[src/rtl/ddr_ring_scheduler_if.sv]
// Burst request/acknowledge bus between the ring scheduler and the AXI burst engine.
interface ddr_ring_scheduler_if #(
    parameter int unsigned ADDR_WIDTH = 30
);
    logic                  wr_req;
    logic [ADDR_WIDTH-1:0] wr_addr;
    logic                  wr_ack;
    logic                  wr_done;
    logic                  rd_req;
    logic [ADDR_WIDTH-1:0] rd_addr;
    logic                  rd_ack;
    logic                  rd_done;

    modport master (
        output wr_req, wr_addr, rd_req, rd_addr,
        input  wr_ack, wr_done, rd_ack, rd_done
    );

    modport slave (
        input  wr_req, wr_addr, rd_req, rd_addr,
        output wr_ack, wr_done, rd_ack, rd_done
    );
endinterface

[src/rtl/ddr_ring_scheduler.sv]
// DDR ring-buffer burst scheduler: arbitrates write drains and read refills,
// tracks ring pointers and fill level, and gates reads behind a delay threshold.
module ddr_ring_scheduler #(
    parameter int unsigned ADDR_WIDTH  = 30,
    parameter int unsigned ADDR_BASE   = 0,
    parameter int unsigned BURST_BYTES = 2048,
    parameter int unsigned BURST_WORDS = 64,
    parameter int unsigned RING_BURSTS = 1024,
    parameter int unsigned FIFO_CNT_W  = 12,
    parameter int unsigned WR_URGENT   = 3072
) (
    input  logic                          clk,
    input  logic                          rst,
    input  logic                          start_work,
    input  logic                          calib_done,
    input  logic [31:0]                   delay_thread,
    input  logic [FIFO_CNT_W-1:0]         wr_fifo_cnt,
    input  logic [FIFO_CNT_W-1:0]         rd_fifo_free,
    ddr_ring_scheduler_if.master          bus,
    output logic [$clog2(RING_BURSTS):0]  fill_level,
    output logic                          rd_enabled,
    output logic                          overflow,
    output logic                          busy
);
    localparam int unsigned PTR_W       = $clog2(RING_BURSTS);
    localparam int unsigned FILL_W      = PTR_W + 1;
    localparam int unsigned BURST_SHIFT = $clog2(BURST_BYTES);

    typedef enum logic [2:0] {IDLE, ARB, WR_REQ, WR_WAIT, RD_REQ, RD_WAIT} state_t;

    state_t           state;
    logic [PTR_W-1:0] wr_ptr;
    logic [PTR_W-1:0] rd_ptr;
    logic             last_wr;

    logic [31:0] rd_thresh;
    logic        wr_urgent;
    logic        wr_elig;
    logic        rd_elig;
    logic        ring_full;
    logic        pick_wr;

    // Threshold clamped to [1, RING_BURSTS] so reads can always be released.
    assign rd_thresh = (delay_thread == 32'd0) ? 32'd1 :
                       (delay_thread > 32'(RING_BURSTS)) ? 32'(RING_BURSTS) : delay_thread;
    assign wr_urgent = 32'(wr_fifo_cnt) >= 32'(WR_URGENT);
    assign ring_full = 32'(fill_level) == 32'(RING_BURSTS);
    assign wr_elig   = (32'(wr_fifo_cnt) >= 32'(BURST_WORDS)) && !ring_full;
    assign rd_elig   = rd_enabled && (fill_level != '0) &&
                       (32'(rd_fifo_free) >= 32'(BURST_WORDS));
    assign pick_wr   = wr_elig && (!rd_elig || wr_urgent || !last_wr);

    function automatic logic [ADDR_WIDTH-1:0] burst_addr(input logic [PTR_W-1:0] p);
        return ADDR_WIDTH'(ADDR_BASE) + (ADDR_WIDTH'(p) << BURST_SHIFT);
    endfunction

    always_ff @(posedge clk or posedge rst) begin
        if (rst) begin
            state       <= IDLE;
            wr_ptr      <= '0;
            rd_ptr      <= '0;
            fill_level  <= '0;
            last_wr     <= 1'b0;
            rd_enabled  <= 1'b0;
            overflow    <= 1'b0;
            busy        <= 1'b0;
            bus.wr_req  <= 1'b0;
            bus.rd_req  <= 1'b0;
            bus.wr_addr <= ADDR_WIDTH'(ADDR_BASE);
            bus.rd_addr <= ADDR_WIDTH'(ADDR_BASE);
        end else if (state != IDLE && !calib_done) begin
            // Calibration loss abandons any outstanding burst; overflow history is kept.
            state      <= IDLE;
            wr_ptr     <= '0;
            rd_ptr     <= '0;
            fill_level <= '0;
            rd_enabled <= 1'b0;
            busy       <= 1'b0;
            bus.wr_req <= 1'b0;
            bus.rd_req <= 1'b0;
        end else begin
            if (state != IDLE && 32'(fill_level) >= rd_thresh) begin
                rd_enabled <= 1'b1;
            end
            case (state)
                IDLE: begin
                    wr_ptr     <= '0;
                    rd_ptr     <= '0;
                    fill_level <= '0;
                    rd_enabled <= 1'b0;
                    if (start_work && calib_done) begin
                        state <= ARB;
                    end
                end
                ARB: begin
                    if (ring_full && wr_urgent) begin
                        overflow <= 1'b1;
                    end
                    if (!start_work) begin
                        state      <= IDLE;
                        wr_ptr     <= '0;
                        rd_ptr     <= '0;
                        fill_level <= '0;
                        rd_enabled <= 1'b0;
                    end else if (pick_wr) begin
                        state       <= WR_REQ;
                        bus.wr_req  <= 1'b1;
                        bus.wr_addr <= burst_addr(wr_ptr);
                        busy        <= 1'b1;
                        last_wr     <= 1'b1;
                    end else if (rd_elig) begin
                        state       <= RD_REQ;
                        bus.rd_req  <= 1'b1;
                        bus.rd_addr <= burst_addr(rd_ptr);
                        busy        <= 1'b1;
                        last_wr     <= 1'b0;
                    end
                end
                WR_REQ: begin
                    if (bus.wr_ack) begin
                        state      <= WR_WAIT;
                        bus.wr_req <= 1'b0;
                    end
                end
                WR_WAIT: begin
                    if (bus.wr_done) begin
                        state      <= ARB;
                        wr_ptr     <= wr_ptr + PTR_W'(1);
                        fill_level <= fill_level + FILL_W'(1);
                        busy       <= 1'b0;
                    end
                end
                RD_REQ: begin
                    if (bus.rd_ack) begin
                        state      <= RD_WAIT;
                        bus.rd_req <= 1'b0;
                    end
                end
                RD_WAIT: begin
                    if (bus.rd_done) begin
                        state      <= ARB;
                        rd_ptr     <= rd_ptr + PTR_W'(1);
                        fill_level <= fill_level - FILL_W'(1);
                        busy       <= 1'b0;
                    end
                end
                default: state <= IDLE;
            endcase
        end
    end
endmodule

[src/flat_wrapper.sv]
// flat-port wrapper written by rule: the top's interface ports become plain ports
module ddr_ring_scheduler_flat 
#(
    parameter int unsigned ADDR_WIDTH  = 30,
    parameter int unsigned ADDR_BASE   = 0,
    parameter int unsigned BURST_BYTES = 2048,
    parameter int unsigned BURST_WORDS = 64,
    parameter int unsigned RING_BURSTS = 1024,
    parameter int unsigned FIFO_CNT_W  = 12,
    parameter int unsigned WR_URGENT   = 3072
)
  (clk, rst, start_work, calib_done, delay_thread, wr_fifo_cnt, rd_fifo_free, fill_level, rd_enabled, overflow, busy, bus_wr_req, bus_wr_addr, bus_rd_req, bus_rd_addr, bus_wr_ack, bus_wr_done, bus_rd_ack, bus_rd_done);
  ddr_ring_scheduler_if #(.ADDR_WIDTH(ADDR_WIDTH)) bus_i ();
  input  logic clk;
  input  logic rst;
  input  logic start_work;
  input  logic calib_done;
  input  logic [31:0] delay_thread;
  input  logic [FIFO_CNT_W-1:0] wr_fifo_cnt;
  input  logic [FIFO_CNT_W-1:0] rd_fifo_free;
  output logic [$clog2(RING_BURSTS):0] fill_level;
  output logic rd_enabled;
  output logic overflow;
  output logic busy;
  output wire logic [$bits(bus_i.wr_req)-1:0] bus_wr_req;
  output wire logic [$bits(bus_i.wr_addr)-1:0] bus_wr_addr;
  output wire logic [$bits(bus_i.rd_req)-1:0] bus_rd_req;
  output wire logic [$bits(bus_i.rd_addr)-1:0] bus_rd_addr;
  input wire logic [$bits(bus_i.wr_ack)-1:0] bus_wr_ack;
  input wire logic [$bits(bus_i.wr_done)-1:0] bus_wr_done;
  input wire logic [$bits(bus_i.rd_ack)-1:0] bus_rd_ack;
  input wire logic [$bits(bus_i.rd_done)-1:0] bus_rd_done;
  assign bus_wr_req = bus_i.wr_req;
  assign bus_wr_addr = bus_i.wr_addr;
  assign bus_rd_req = bus_i.rd_req;
  assign bus_rd_addr = bus_i.rd_addr;
  assign bus_i.wr_ack = bus_wr_ack;
  assign bus_i.wr_done = bus_wr_done;
  assign bus_i.rd_ack = bus_rd_ack;
  assign bus_i.rd_done = bus_rd_done;
  ddr_ring_scheduler #(.ADDR_WIDTH(ADDR_WIDTH), .ADDR_BASE(ADDR_BASE), .BURST_BYTES(BURST_BYTES), .BURST_WORDS(BURST_WORDS), .RING_BURSTS(RING_BURSTS), .FIFO_CNT_W(FIFO_CNT_W), .WR_URGENT(WR_URGENT)) u_core (.clk(clk), .rst(rst), .start_work(start_work), .calib_done(calib_done), .delay_thread(delay_thread), .wr_fifo_cnt(wr_fifo_cnt), .rd_fifo_free(rd_fifo_free), .bus(bus_i), .fill_level(fill_level), .rd_enabled(rd_enabled), .overflow(overflow), .busy(busy));
endmodule
[config.mk]
export PLATFORM = sky130hd
export DESIGN_NAME = ddr_ring_scheduler_flat
export DESIGN_NICKNAME = d
export VERILOG_FILES = /design/src/rtl/ddr_ring_scheduler_if.sv /design/src/rtl/ddr_ring_scheduler.sv /design/src/flat_wrapper.sv
export SDC_FILE = /design/constraint.sdc
export NUM_CORES = 1
export LEC_CHECK = 0
export CAP_MARGIN = 20
export CORE_AREA = 10 10 110 112
export DETAILED_ROUTE_END_ITERATION = 7
export DIE_AREA = 0 0 120 122
export PLACE_DENSITY_LB_ADDON = 0.05
export SLEW_MARGIN = 40
export SYNTH_ARGS = -nofsm -noshare
export SYNTH_HDL_FRONTEND = slang
export SYNTH_SLANG_ARGS = --single-unit
[constraint.sdc]
create_clock -name clk -period 2.72 [get_ports clk]
set_clock_uncertainty 0.2 [all_clocks]
set_input_delay 0.408 -clock clk [delete_from_list [all_inputs] [get_ports clk]]
set_output_delay 0.408 -clock clk [all_outputs]
set_load 0.02 [all_outputs]
# Yosys cells after proc, flatten, opt, wreduce, memory -nomap -nowiden
# Cells that the tools add are included.
# totals
out_inout_bits	76
ramBits	0
latchBits	0
romBits	0
memories	0
reg_bits	60
inputBits	64
# op_classes
bitwise_logic	2
eq_ne	18
shift	0
magnitude_cmp	5
multipliers	0
mux	47
n_reduce_logical	36
n_div	0
n_addsub	4
# op_table
cell	n
two-way mux 32 bit	2
one-hot mux 10 bit (3 select lines)	2
two-way mux 10 bit	5
two-way mux 11 bit	4
one-hot mux 11 bit (4 select lines)	1
greater-or-equal comparator 11 x 32 -> 1 bit	1
greater-than comparator 32 x 11 -> 1 bit, second input constant	1
logical NOT 32 bit	1
two-way mux 3 bit	9
greater-or-equal comparator 12 x 7 -> 1 bit, second input constant	2
adder 10 x 1 -> 10 bit, second input constant	2
two-way mux 1 bit	19
!= test 3 x 2 -> 1 bit, second input constant	6
one-hot mux 3 bit (6 select lines)	1
AND reduction 4 bit	4
AND reduction 5 bit	3
greater-or-equal comparator 12 bit, second input constant	1
nonzero test 4 bit	3
adder 11 x 1 -> 11 bit, second input constant	1
== test 11 bit, second input constant	1
nonzero test 11 bit	1
subtractor 11 x 1 -> 11 bit, second input constant	1
!= test 3 x 1 -> 1 bit, second input constant	3
AND reduction 3 bit	3
17 further kinds	35

# Logic depth before layout (Yosys ltp)
# logic_depth
word_depth	11
mapped_depth	12
depth_no_buf	12

# Least setup slack after synthesis
# No wires, ideal clock.
# synth_path
path_type	input to register
from	input port delay_thread[28]
to	register u_core.rd_enabled
setup_ns	0.128
required_ns	2.392
path_buffers	0
stages	10
setup_slack_ns	-0.215
t_arrival_ns	2.607
cell_sequence	or4_1 nor4_1 a21boi_1 nand2_1 ha_1 a211oi_1 o21a_1 o21ai_0 a31oi_1 o21ai_0
# synth_between
elab_chain_len	9
# synth_lines
element	line_no	source
start: declaration	flat_wrapper.sv:18	input logic [31:0] delay_thread;
greater-than comparator 32 x 11 -> 1 bit	ddr_ring_scheduler.sv:45	(delay_thread > 32'(RING_BURSTS)) ? 32'(RING_BURSTS) : delay_thread;
two-way mux 32 bit	ddr_ring_scheduler.sv:45	
two-way mux 32 bit *	ddr_ring_scheduler.sv:44	assign rd_thresh = (delay_thread == 32'd0) ? 32'd1 :
greater-or-equal comparator 11 x 32 -> 1 bit *	ddr_ring_scheduler.sv:82	if (state != IDLE && 32'(fill_level) >= rd_thresh) begin
logical AND 1 bit *	ddr_ring_scheduler.sv:82	
two-way mux 1 bit *	ddr_ring_scheduler.sv:82	
two-way mux 1 bit	ddr_ring_scheduler.sv:99	if (!start_work) begin
one-hot mux 1 bit (2 select lines) *	ddr_ring_scheduler.sv:85	case (state)
two-way mux 1 bit *	ddr_ring_scheduler.sv:71	end else if (state != IDLE && !calib_done) begin
end signal: assignment	ddr_ring_scheduler.sv:83	rd_enabled <= 1'b1;
end signal: assignment	ddr_ring_scheduler.sv:90	rd_enabled <= 1'b0;
end signal: assignment	ddr_ring_scheduler.sv:104	rd_enabled <= 1'b0;
end: declaration	ddr_ring_scheduler.sv:21	output logic rd_enabled,
# Every way passes the cells marked *; elsewhere a longest branch is shown, timed or not.
# A chain may end at the register's enable or synchronous reset.

# Worst setup path in the final report
# Ends and elaborated chain as after synthesis.

==> run metrics <==
final hold vios=0; Critical Path AT=2600 ps; final setup violation count=0; Cell variety after synth=60; CP endpoint kind=register; drt pass-1 iters=5; path depth of the worst reg2reg path=11; # rows=37; drt first-iter violations=171; setup tns final=0 ps; port bufs=87; Avg WL per Cell=15.4 um; initial antenna violation count=0; final worst slack=between 100 and 150 ps; async set-reset flop share out of synthesis=100%; status=finished, final reports clean; Vias=3483; area post-placement=between 5000 and 6000 um2; ant diodes=0; Worst-Margin Slew=519 ps; Area Overhead vs Synth=35.5%; H-tree depth=3; worst min path class=input port to asynchronous set/reset pin; worst vdd ir=around 0.00029 V; end of the worst register-to-register path=u_core.fill_level[10]$_DFFE_PP0P_; nets@finish=about 650; Filler Cell Count=935; CP Capture Point=u_core.rd_enabled$_DFF_PP0_; flop2flop setup slack=170 ps; Period minus WS final=2580 ps; Core ar.=about 10000 um2; unrepaired setup endpoints after global routing=yes; clock buffer depth=2; Seq/Total Area, Yosys=36.8%; Ys Warns=0; RR Startpoint=u_core.state[0]$_DFFE_PP0P_; layout cells sized above 1=between 20% and 30%; Final ANT Viol Nets=0; root buf cell=clkbuf_8; Static Leak=0.00253 uW; worst skew pair latency=340 ps; Synth Cell Area=around 4000 um2; Clock Sinks=60; crit path kind=input port to register; Chip Width=120 um; Synth Area per Inst=9.40 um2; Placement Setup Slack=-535 ps; Clk pin slew, worst setup/hold paths=~70 ps; first-pass GRT wire length=17.9 mm; CP Launch Point=delay_thread[28]; synthesized flop and latch total=60; Die ar.=14600 um2; total power=approximately 2700 uW; number of max-cap violations=0; Critical Path Fanout Max=2; total CTS buffers=9; Hold WS=257 ps; CTS tree=yes; io pins=140; commonest cells after routing, fill and taps aside=clkdlybuf4s50_1 (68), dfrtp_1 (60), nand2_1 (49); Starting Density=40.6%; pin count of the biggest net entering global routing=between 60 and 70; DR DRC count=0; Vias/cell=4.98; total congestion overflow=0; slew margin rel.=65.0%; Gate Count Post-Synth=434; GPL Wtd Cong=0.841; dominant synthesized flop cell=dfrtp_1; PwrDens=490 nW/um2; DIE HEIGHT=around 120 um; maximum clock frequency=388 MHz; commonest non-fill, non-tap cell in the layout=clkdlybuf4s50_1; startpoint types=input port; vias in the first global route=3590; Hold Buf Count CTS=0; aggregate global-route resource usage=14.7%; final wirelength=approximately 11 mm; Final Max Slew Viols=0; Post-synth EDFFs=0; Final Cell Area=approximately 5500 um2; period utilization=94.8%; Req. time, crit path=2740 ps; placed wire-length estimate=8.43 mm
## sequential cells by signal (all words and copies together), names as in the netlist, 3 cells and up
name                flops
u_core.bus.rd_addr     10
u_core.bus.wr_addr     10
u_core.rd_ptr          10
u_core.state            3
u_core.wr_ptr          10
u_core.fill_level      11
## critical path, cell delays in order
cell and delay (ps):
clkbuf_2 80, or4_4 540, nor4_4 290, nor2b_2 190
a21boi_2 160, ha_1 230, nand2b_4 140, a211oi_2 170
o21a_1 130, o21ai_1 50, a31oi_1 140, o21ai_1 70
## cells by family (layout without fill, tap and decap cells)
kind of cell    Yosys count  after routing  share of synthesized area [%]
simple gates            148            148                           18.4
compound gates          104            104                           17.1
mux                      24             24                           7.85
other cells               1             40                         0.0919
fa+ha+maj                23             23                           7.24
xor+xnor                 12             12                           2.58
flops                    60             60                           36.8
buf+inv                  62            153                           9.90
## through the flow
stage,instances,util [%]
after floorplan,473,-
after global placement,680,52.2
after detailed placement,680,52.2
after CTS,697,54.5
after global routing,700,55.0
final,700,55.0
## where the power goes
| group | internal (uW) | switching, uW |
|---|---|---|
| sequential | 936 | 34.1 |
| clock | 517 | 353 |
| combinational | 368 | 500 |
| total | 1820 | 887 |
## metal layers
layer / vias up / wire length [um] / GRT usage, %
met5: - / 0 / 0
met4: 0 / 91 / 3.39
met3: 10 / 637 / 5.04
met2: 84 / 5180 / 23.5
met1: 1651 / 4900 / 18.8
li1: 1738 / - / -
## synthesized netlist by cell type, types with 2 or more instances
cell type / instances / area [um2]
nor4_1: 10 / 62.6
ha_1: 22 / 275
dfrtp_1: 60 / 1500
xor2_1: 2 / 17.5
nand3_1: 12 / 60.1
a21o_1: 3 / 22.5
o41ai_1: 4 / 35.0
and4_1: 3 / 26.3
a21boi_0: 4 / 30.0
and3_1: 11 / 68.8
o21a_1: 6 / 45.0
mux2i_1: 2 / 20.0
and2_1: 2 / 12.5
or2_4: 2 / 17.5
a31oi_1: 3 / 18.8
xnor2_1: 10 / 87.6
buf_6: 2 / 22.5
nand2_1: 49 / 184
nor2_1: 28 / 105
nand4_1: 2 / 12.5
nor3_1: 8 / 40.0
buf_4: 40 / 300
nor2b_1: 6 / 37.5
o31ai_1: 8 / 60.1
a21o_2: 2 / 17.5
nand2b_1: 2 / 12.5
a2111oi_0: 2 / 17.5
and3b_1: 2 / 17.5
o21ai_2: 2 / 17.5
a211oi_1: 5 / 37.5
clkbuf_1: 7 / 26.3
inv_1: 8 / 30.0
mux2_4: 14 / 210
mux2_2: 8 / 90.1
a22o_1: 4 / 35.0
a21oi_1: 15 / 75.1
o21ai_0: 34 / 170
nor3b_1: 3 / 22.5
or4_4: 2 / 22.5
buf_2: 5 / 25.0
## final cells by class
class / instances / area (um2) / area share (%)
Timing Repair Buffer: 129 / 1180 / 21.4
Clock buffer: 12 / 135 / 2.44
Tap cell: 136 / 170 / 3.08
Clock inverter: 4 / 73.8 / 1.34
Inverter: 8 / 30.0 / 0.543
Multi-Input combinational cell: 351 / 2430 / 44.0
Sequential cell: 60 / 1500 / 27.2
## worst min-delay path by stage
stage,to,startpoint
after floorplan,u_core.last_wr$_DFFE_PP0P_,u_core.last_wr$_DFFE_PP0P_
after global placement,u_core.overflow$_DFFE_PP0P_,u_core.overflow$_DFFE_PP0P_
after detailed placement,u_core.overflow$_DFFE_PP0P_,u_core.overflow$_DFFE_PP0P_
after CTS,u_core.bus.wr_addr[14]$_DFFE_PP0P_,rst
after global routing,u_core.wr_ptr[1]$_DFFE_PP0P_,rst
final,u_core.rd_ptr[6]$_DFFE_PP0P_,rst
## what timing repair did
action | 4_1_cts | 5_1_grt
setup endpoints to repair | 2 | 3
gates resized for setup | 31 | 18
pin swaps | 14 | 14
buffers inserted | 1 | 3
No activity file was read; power rests on OpenSTA's default activity.
